## src/rtl/dec38_hold_disp.sv

```systemverilog
// 3-to-8 decoder that holds each accepted code on a one-hot and seven-segment
// display for HOLD_CYCLES cycles, then forces GAP_CYCLES idle cycles.
module dec38_hold_disp #(
    parameter int HOLD_CYCLES = 4,
    parameter int GAP_CYCLES  = 1
) (
    input  logic       clk,
    input  logic       rst_n,
    input  logic       i_enable,
    input  logic       i_valid,
    input  logic [2:0] i_code,
    output logic       o_ready,
    output logic [7:0] o_onehot,
    output logic [7:0] o_seg,
    output logic       o_busy,
    output logic [7:0] o_count
);

    typedef enum logic [1:0] {
        S_IDLE = 2'd0,
        S_HOLD = 2'd1,
        S_GAP  = 2'd2
    } state_t;

    localparam logic [7:0] HOLD_LOAD = 8'(HOLD_CYCLES - 1);
    localparam logic [7:0] GAP_LOAD  = 8'(GAP_CYCLES - 1);
    localparam bit         HAS_GAP   = (GAP_CYCLES > 0);

    state_t     r_state, w_state_next;
    logic [7:0] r_hold_cnt, w_hold_cnt_next;
    logic [2:0] r_code, w_code_next;
    logic [7:0] r_count, w_count_next;
    logic       w_in_hold;

    always_ff @(posedge clk or negedge rst_n) begin
        if (!rst_n) begin
            r_state    <= S_IDLE;
            r_hold_cnt <= 8'd0;
            r_code     <= 3'd0;
            r_count    <= 8'd0;
        end else begin
            r_state    <= w_state_next;
            r_hold_cnt <= w_hold_cnt_next;
            r_code     <= w_code_next;
            r_count    <= w_count_next;
        end
    end

    // Abort on a low enable is tested before expiry so it always wins.
    always_comb begin
        w_state_next    = r_state;
        w_hold_cnt_next = r_hold_cnt;
        w_code_next     = r_code;
        w_count_next    = r_count;
        case (r_state)
            S_IDLE: begin
                if (i_enable && i_valid) begin
                    w_state_next    = S_HOLD;
                    w_hold_cnt_next = HOLD_LOAD;
                    w_code_next     = i_code;
                    w_count_next    = r_count + 8'd1;
                end
            end
            S_HOLD: begin
                if (!i_enable) begin
                    w_state_next    = S_IDLE;
                    w_hold_cnt_next = 8'd0;
                end else if (r_hold_cnt == 8'd0) begin
                    if (HAS_GAP) begin
                        w_state_next    = S_GAP;
                        w_hold_cnt_next = GAP_LOAD;
                    end else begin
                        w_state_next    = S_IDLE;
                        w_hold_cnt_next = 8'd0;
                    end
                end else begin
                    w_hold_cnt_next = r_hold_cnt - 8'd1;
                end
            end
            S_GAP: begin
                if (!i_enable || (r_hold_cnt == 8'd0)) begin
                    w_state_next    = S_IDLE;
                    w_hold_cnt_next = 8'd0;
                end else begin
                    w_hold_cnt_next = r_hold_cnt - 8'd1;
                end
            end
            default: begin
                w_state_next    = S_IDLE;
                w_hold_cnt_next = 8'd0;
            end
        endcase
    end

    // rst_n gates ready so it is low throughout reset, not just after an edge.
    assign o_ready   = rst_n && (r_state == S_IDLE) && i_enable;
    assign w_in_hold = (r_state == S_HOLD);
    assign o_busy    = (r_state == S_HOLD) || (r_state == S_GAP);
    assign o_count   = r_count;

    generate
        for (genvar gi = 0; gi < 8; gi++) begin : g_onehot
            assign o_onehot[gi] = w_in_hold && (r_code == 3'(gi));
        end
    endgenerate

    always_comb begin
        o_seg = 8'hFF;
        if (w_in_hold) begin
            case (r_code)
                3'd0: o_seg = 8'hC0;
                3'd1: o_seg = 8'hF9;
                3'd2: o_seg = 8'hA4;
                3'd3: o_seg = 8'hB0;
                3'd4: o_seg = 8'h99;
                3'd5: o_seg = 8'h92;
                3'd6: o_seg = 8'h82;
                3'd7: o_seg = 8'hF8;
                default: o_seg = 8'hFF;
            endcase
        end
    end

endmodule
```

## config.mk

```make
export PLATFORM = sky130hd
export DESIGN_NAME = dec38_hold_disp
export DESIGN_NICKNAME = d
export VERILOG_FILES = /design/src/rtl/dec38_hold_disp.sv
export SDC_FILE = /design/constraint.sdc
export NUM_CORES = 1
export LEC_CHECK = 0
export ABC_AREA = 1
export CAP_MARGIN = 20
export CORE_AREA = 2 2 59 84
export DETAILED_ROUTE_END_ITERATION = 7
export DIE_AREA = 0 0 61 86
export GPL_ROUTABILITY_DRIVEN = 0
export PLACE_DENSITY_LB_ADDON = 0.12
export SYNTH_ARGS = -nofsm -noshare
export SYNTH_HDL_FRONTEND = slang
export SYNTH_SLANG_ARGS = --single-unit
```

## constraint.sdc

```tcl
create_clock -name clk -period 2.1 [get_ports clk]
set_clock_uncertainty 0.15 [all_clocks]
set_input_delay 0.42 -clock clk [delete_from_list [all_inputs] [get_ports clk]]
set_output_delay 0.42 -clock clk [all_outputs]
set_load 0.02 [all_outputs]
```

-- Word level (Yosys, flattened, before mapping)
Memories as Yosys holds them, arrays and structs flattened.
Index checks and enable logic that the tools add are counted.
- memories kept: 1
- bits of input ports: 7
- bits in read-only memories: 56
- output and inout bits: 26
- bits in registers: 21
- word-level logic and storage cells: 49
- add/sub/neg operators: 2
- equal/unequal tests: 12
- reductions and logical operators: 19
- mux-type cells: 11
- memory list (memory ; words ; bits a word ; read ports ; clocked after memory_dff ; write ports ; RTL line ; text):
    (no name shown) ; 8 ; 7 ; 1 ; 0 ; 0 ; 110 ; case (r_code)
- operators by type and width (operator ; count):
    2-to-1 mux 8 bit ; 5
    one-hot mux 8 bit (3 select lines) ; 1
    == test 3 bit (second input constant) ; 4
    logical AND 1 bit ; 11
    adder 8 x 1 -> 8 bit (second input constant) ; 1
    logical NOT 8 bit ; 1
    2-to-1 mux 2 bit ; 4
    subtractor 8 x 1 -> 8 bit (second input constant) ; 1
    == test 3 x 2 -> 1 bit (second input constant) ; 2
    one-hot mux 2 bit (3 select lines) ; 1
    inequality test 2 bit (second input constant) ; 2
    == test 3 x 1 -> 1 bit (second input constant) ; 1
    logical NOT 3 bit ; 1
    inequality test 3 x 2 -> 1 bit (second input constant) ; 1
    AND reduction 3 bit ; 1
    == test 2 x 1 -> 1 bit (second input constant) ; 1
    == test 2 bit (second input constant) ; 1
    logical NOT 2 bit ; 1
    logical OR 1 bit ; 2
    AND reduction 2 bit ; 1
    logical NOT 1 bit ; 1

-- Longest topological paths before layout
Gate-level depths: netlist of run 1.
- depth in word-level cells: 4
- gate-level depth with buffers: 9
- gate-level depth less buffers: 9

-- Worst setup path before layout of run 1
No wires, ideal clock.
- path type: register to output
- start: reg r_state[1]
- end: out o_seg[4]
- slack: 128 ps
- arrival time: 1402 ps
- required time: 1530 ps
- path buffers: 1
- stages on the path, launching flop included: 7
- path through: dfrtp_1 inv_1 ha_1 buf_2 nand2_1 nor2_1 a31oi_1
- longest elaborated chain between the ends: 2
- RTL lines (what ; RTL line ; text):
    start, declared ; 29 ; state_t r_state, w_state_next;
    start signal, assigned ; 42 ; r_state <= w_state_next;
    == test 2 x 1 -> 1 bit ; 97 ; assign w_in_hold = (r_state == S_HOLD);
    2-to-1 mux 8 bit ; 109 ; if (w_in_hold) begin
    end, declared ; 14 ; output logic [7:0] o_seg,
Every way passes these cells.

-- Worst setup path in the final report of run 1
- start: reg r_state[0]
- end: out o_busy
- longest elaborated chain between the ends: 2
- elaborated cells on any way between the ends: 3
- those cells by class: eq/ne (2); reduce/logical (1)
- RTL lines (what ; RTL line ; text):
    == test 2 x 1 -> 1 bit or == test 2 bit (tied branches) ; 98 ; assign o_busy = (r_state == S_HOLD) || (r_state == S_GAP);
    logical OR 1 bit * ; 98 ;
    end, declared ; 15 ; output logic o_busy,
Mark *: on every way between the ends. The rest lies on a longest branch, timed or not.

==> impl_metrics.ini, run 1 <==
[status]
status = finished clean

[hold_path]
holdPathEnd = o_count[7]$_DFFE_PN0P_
min_path_cells = 1
hp-start = o_count[7]$_DFFE_PN0P_
worstHoldPathType = reg2reg

[route]
viasPerCell = 4.18
vias = 1133
drt_first_pass_iters = 4
ant_nets = 0
drc_errors = 0
wl_per_cell_um = 10.6
drt_iter0_markers = 36
drt_wl_total_mm = 2.88

[cts]
post_cts_buffers = 0
cts_num_sinks = 21
root_buffer = clkbuf_8
cts_buffers = 3
htree_levels = 1
clock_latency_ns = 0.27
clkTransAtPathRegs_ns = 0.09
cts_tree = yes
cts_buffer_depth = 2
cts_hold_buf = 0

[synthesis]
async_reset_ff_share_pct = 100
yosysSeqAreaShare_pct = 40.0
synth_top_cells_by_area = dfrtp_1 (40%), nand2_1 (12%), ha_1 (11%)
yosysWarnings = 0
ys_seq_elements = 21
synth.distinct_cells = 20
synthCells = 164
synth.net_count = 183
syn_avg_cell_area_um2 = 8.02
yosysTopAreaCell = dfrtp_1
synth_flop_cell = dfrtp_1
netlist_area_um2 = 1320
synth_edf_count = 0
synth_top_area_share_pct = 40.0

[critical_path]
r2r_setup_slack_ns = 0.33
crit_fanout = 3
cp.required_ns = 1.53
cp-end-kind = primary output
worstPathArrival_ns = 1.42
r2r-end = o_count[6]$_DFFE_PN0P_
reg2reg_depth = 9
r2r_start = r_state[0]$_DFFE_PN0P_
cp-start-kind = register
crit_type = reg2out

[placement]
placed_area_um2 = 1780
place_hpwl_mm = 2.31
io_buffer_count = 31
dp_cells = 267
place_ws_ns = -0.153

[finish]
drive_above_1_share_pct = 21.5
fin_area_um2 = 1750
syn_to_final_growth_pct = 33.1
fin_nets = 229
antenna_cells = 0
stdcell_count = 271

[die]
die_area_um2 = 5250
die_h_um = 86
coreArea_um2 = 4460
initial_utilization_pct = 29.5
row_count = 29
io_pins = 33
die_w_um = 61

[timing]
hold_viol = 0
setup_viol_count_final = 0
fin_crit_sh_pct = 94.6
min_period_ns = 1.99
rsz0062_at_grt = false
max_freq_mhz = 503
setup_ws_ns = 0.113
drv_slew = 0

[power]
power_leakage_nw = 0.886
powerDensity_nw_per_um2 = 1380
ir_worst_vdd_v = 0.000446

[grt]
grt_pass1_vias = 1195
grt_max_degree = 22
overflow = 0
grt_antenna_before_repair = 0
grt_pass1_wl_mm = 5.12
grt_usage_pct = 12.7

[job]
drv_cap = 0
worst max path at each step:
stage / end / slack (ns) / from
after floorplan: o_seg[4] / 0.13 / r_state[1]$_DFFE_PN0P_
after global placement: o_ready / -0.16 / i_enable
after detailed placement: o_ready / -0.15 / i_enable
after CTS: o_seg[6] / 0.002 / r_state[0]$_DFFE_PN0P_
after global routing: o_seg[4] / 0.02 / r_state[1]$_DFFE_PN0P_
final: o_busy / 0.11 / r_state[0]$_DFFE_PN0P_
cells by family after synthesis:
group	synth area share, %
other	0.285
xor gates and xnor gates	7.99
adders and majority gates	11.4
DFF	40.0
and+or+nand+nor	29.7
buffers and inverters	6.37
AOI/OAI and AO/OA	4.28
report_power, final:
group | switching (mW) | internal, mW
combinational | 0.877 | 0.587
sequential | 0.132 | 0.539
clock | 0.147 | 0.134
total | 1.16 | 1.26
what timing repair did:
item                                    in CTS  in global routing
endpoints found under the hold margin        0                  0
resized for setup                           33                 25
endpoints found under the setup margin      17                 16
pin swaps                                    0                  0
stage by stage:
step / hold slack, ns / total power, mW / utilization [%] / TNS [ns]
after CTS: 0.326 / 2.50 / 40.7 / 0
final: 0.324 / 2.42 / 39.2 / 0
after detailed placement: 0.312 / 2.28 / 39.9 / -0.344
after global placement: 0.306 / 2.27 / 39.9 / -0.227
after global routing: 0.367 / 2.68 / 39.2 / 0
after floorplan: -0.0256 / 1.63 / - / 0
area by class of cell:
class	instances	area, um^2
well taps	62	77.6
repair buffers	43	319
clock buffers	3	41.3
inverters	19	71.3
flip-flops and latches	21	526
fillers	491	2710
multi-input cells	122	708
clock inverters	1	7.51
per-layer routing:
| metal | up-vias | routed length, um | track usage (%) |
|---|---|---|---|
| met4 | 0 | 50 | 4.74 |
| met2 | 28 | 1510 | 23.8 |
| met3 | 5 | 152 | 2.26 |
| li1 | 594 | - | - |
| met5 | - | 0 | 0 |
| met1 | 506 | 1170 | 13.5 |
registers in the layout, indices dropped and copies added, names as in the netlist:
| name | cells |
|---|---|
| o_count | 8 |
| r_hold_cnt | 8 |
| r_code | 3 |
| r_state | 2 |
layout by cell type (no fill, tap or decap):
master	netlist	layout
conb_1	1	1
xor2_1	7	7
ha_1	12	11
ha_2	0	1
clkdlybuf4s50_1	0	14
inv_2	1	2
buf_4	1	12
buf_2	1	5
nor2_1	31	31
dfrtp_1	21	21
nor2_2	4	4
a31oi_1	1	1
dlygate4sd2_1	0	1
nand2_2	1	1
o211ai_1	4	4
nand3_4	1	1
clkbuf_2	0	11
o21ai_0	4	4
nand2_1	42	42
clkinvlp_4	0	1
xnor2_1	5	5
nand3_2	2	2
clkbuf_8	0	3
nand3_1	5	5
nor2_4	2	2
inv_1	18	17
critical path, stage by stage, from the launching register on:
cell	delay, ns
dfrtp_1	0.39
buf_4	0.14
inv_1	0.07
ha_1	0.23
dlygate4sd2_1	0.32
Yosys cell counts, types with 2 or more instances:
| master | number |
|---|---|
| xnor2_1 | 5 |
| nand3_2 | 2 |
| nand3_1 | 5 |
| inv_1 | 18 |
| ha_1 | 12 |
| xor2_1 | 7 |
| nor2_1 | 31 |
| dfrtp_1 | 21 |
| o21ai_0 | 4 |
| nand2_1 | 42 |
| nor2_4 | 2 |
| o211ai_1 | 4 |
| nor2_2 | 4 |
Power figures use the tool's default switching activity.
==> run 2: changes to the inputs <==
--- a/config.mk
+++ b/config.mk
@@ -5,11 +5,13 @@
 export SDC_FILE = /design/constraint.sdc
 export NUM_CORES = 1
 export LEC_CHECK = 0
-export ABC_AREA = 1
 export CAP_MARGIN = 20
-export CORE_AREA = 2 2 59 84
+export CELL_PAD_IN_SITES_DETAIL_PLACEMENT = 0
+export CELL_PAD_IN_SITES_GLOBAL_PLACEMENT = 1
+export CORE_AREA = 2 2 60 84
 export DETAILED_ROUTE_END_ITERATION = 7
-export DIE_AREA = 0 0 61 86
+export DIE_AREA = 0 0 62 86
+export DONT_BUFFER_PORTS = 1
 export GPL_ROUTABILITY_DRIVEN = 0
 export PLACE_DENSITY_LB_ADDON = 0.12
 export SYNTH_ARGS = -nofsm -noshare
==> run 2 against run 1 <==
Effect of this change:
- via count decreased by 17%
- largest cell class unchanged
- highest routed layer unchanged
- largest power group unchanged
- final area decreased by 13%
- register-to-register slack got worse by 0.12 ns
==> impl_metrics.ini, run 2 <==
[timing]
rsz0062_at_grt = true
tns_ns = 0
fin_crit_sh_pct = 97.5
setup_ws_ns = 0.0526
drv_slew = 0
max_freq_mhz = 488
hold_viol = 0
setup_viol_count_final = 0
min_period_ns = 2.05

[finish]
register_area_um2 = 526
fillCellCount = 497
fin_area_um2 = 1520
drive_above_1_share_pct = 22.9
fin_nets = 160
multiInputGateArea_um2 = 767
syn_to_final_growth_pct = 13.8
final_common_cell = dfrtp_1
layout_common_cells = dfrtp_1 (21), nor2_1 (14), ha_1 (11)
antenna_cells = 0

[critical_path]
worstPathArrival_ns = 1.48
crit_chain = inv_1 > ha_1 > and3_1
crit_type = reg2out
cp.required_ns = 1.53
r2r_setup_slack_ns = 0.21
critPathMaxStageDelay_ns = 0.41
reg2reg_depth = 6
cpMaxStageDelayCell = dfrtp_1
crit_fanout = 9
cp-start-kind = register
critPathBufInv = 1
cp-end-kind = primary output
critPathTopFamily = flip-flops
cp_num_cells = 3

[synthesis]
ys_seq_elements = 21
synth.distinct_cells = 33
synth_flop_cell = dfrtp_1
synth_top_cells_by_count = dfrtp_1 (21), nor2_1 (14), ha_1 (12)
synth_top_cells_by_area = dfrtp_1 (39%), ha_1 (11%), xor2_1 (5.3%)
yosysWarnings = 0
async_reset_ff_share_pct = 100
yosysTopAreaCell = dfrtp_1
netlist_area_um2 = 1330
synth_most_common_cell = dfrtp_1
yosysSeqAreaShare_pct = 39.4
synth_edf_count = 0
synthCells = 135
syn_avg_cell_area_um2 = 9.88
synth.net_count = 154
synth_top_area_share_pct = 39.4

[status]
status = finished clean

[grt]
grt_usage_pct = 11.8
grt_max_degree = 22
grt_antenna_before_repair = 0
grt_pass1_wl_mm = 4.63
overflow = 0
grt_pass1_vias = 944

[placement]
place_hpwl_mm = 2.22
io_buffer_count = 0
place_ws_ns = 0.242
placed_area_um2 = 1420

[die]
die_h_um = 86
initial_utilization_pct = 29.4
die_w_um = 62
coreArea_um2 = 4540
io_pins = 33
row_count = 29
die_area_um2 = 5330

[cts]
clkTransAtPathRegs_ns = 0.08
cts_num_sinks = 21
clock_latency_ns = 0.26
cts_buffers = 3
htree_levels = 1
cts_tree = yes
cts_buffer_depth = 2
root_buffer = clkbuf_8
post_cts_buffers = 0

[power]
p_total_mw = 2.31
powerDensity_nw_per_um2 = 1520
power_leakage_nw = 0.683
ir_worst_vdd_v = 0.000499

[route]
drt_first_pass_iters = 4
drt_wl_total_mm = 2.94
drt_iter0_markers = 8
ant_nets = 0
drc_errors = 0
viasPerCell = 4.65
wl_per_cell_um = 14.5
vias = 939

[hold_path]
worstHoldPathType = in2reg
min_path_cells = 1

[job]
drv_cap = 0
==> run 2: logic make-up after synthesis <==
group                      count (synthesis)  share of synthesized area [%]
AOI/OAI and AO/OA                         15                           9.19
other                                      1                          0.281
and+or+nand+nor                           55                           23.6
muxes                                      4                           3.38
xor gates and xnor gates                  13                           8.54
buffers and inverters                     14                           4.31
adders and majority gates                 12                           11.3
DFF                                       21                           39.4
==> run 2: what timing repair did <==
action,CTS,global route
gates resized for setup,5,6
hold endpoints to repair,21,0
hold buffers,1,0
setup endpoints to repair,4,13
gates cloned,0,0
pin swaps,0,0
==> run 2: final cells by class <==
cell class              instances  share of cell area (%)
multi-input cells             100                    50.5
flip-flops and latches         21                    34.6
well taps                      62                    5.11
repair buffers                  6                    4.45
clock buffers                   3                    2.72
inverters                       9                    2.23
clock inverters                 1                   0.330
==> run 2: worst paths after layout <==
check / end / start
setup / recovery: o_ready / r_state[0]$_DFFE_PN0P_
hold / removal: r_code[2]$_DFFE_PN0P_ / i_code[2]
setup reg to reg: r_hold_cnt[4]$_DFFE_PN0P_ / r_state[0]$_DFFE_PN0P_
hold reg to reg: r_hold_cnt[7]$_DFFE_PN0P_ / r_hold_cnt[7]$_DFFE_PN0P_
max in group asynchronous: r_code[1]$_DFFE_PN0P_ / rst_n
min in group asynchronous: o_count[7]$_DFFE_PN0P_ / rst_n
==> run 2: metal layers <==
metal	track usage, %	wire length (um)	part of all wire (%)	up-vias
met4	5.03	68	2.3	0
met2	20.2	1520	52	28
li1	-	-	-	457
met5	0	0	0	-
met1	13.4	1190	40	448
met3	2.56	159	5.4	6
==> run 2: per-stage QoR <==
stage | utilization, % | hold slack (ns) | instances
floorplan | - | -0.0256 | 135
global placement | 31.3 | -0.0248 | 196
detailed placement | 31.3 | -0.0248 | 196
CTS | 32.7 | 0.151 | 201
global route | 33.5 | 0.143 | 202
finish | 33.5 | 0.156 | 202
==> run 2: report_power, final <==
part           internal [mW]  switching (mW)  total [mW]  leakage [nW]
sequential             0.550           0.261       0.811         0.270
combinational          0.507           0.718        1.22         0.387
clock                  0.132           0.141       0.274        0.0255
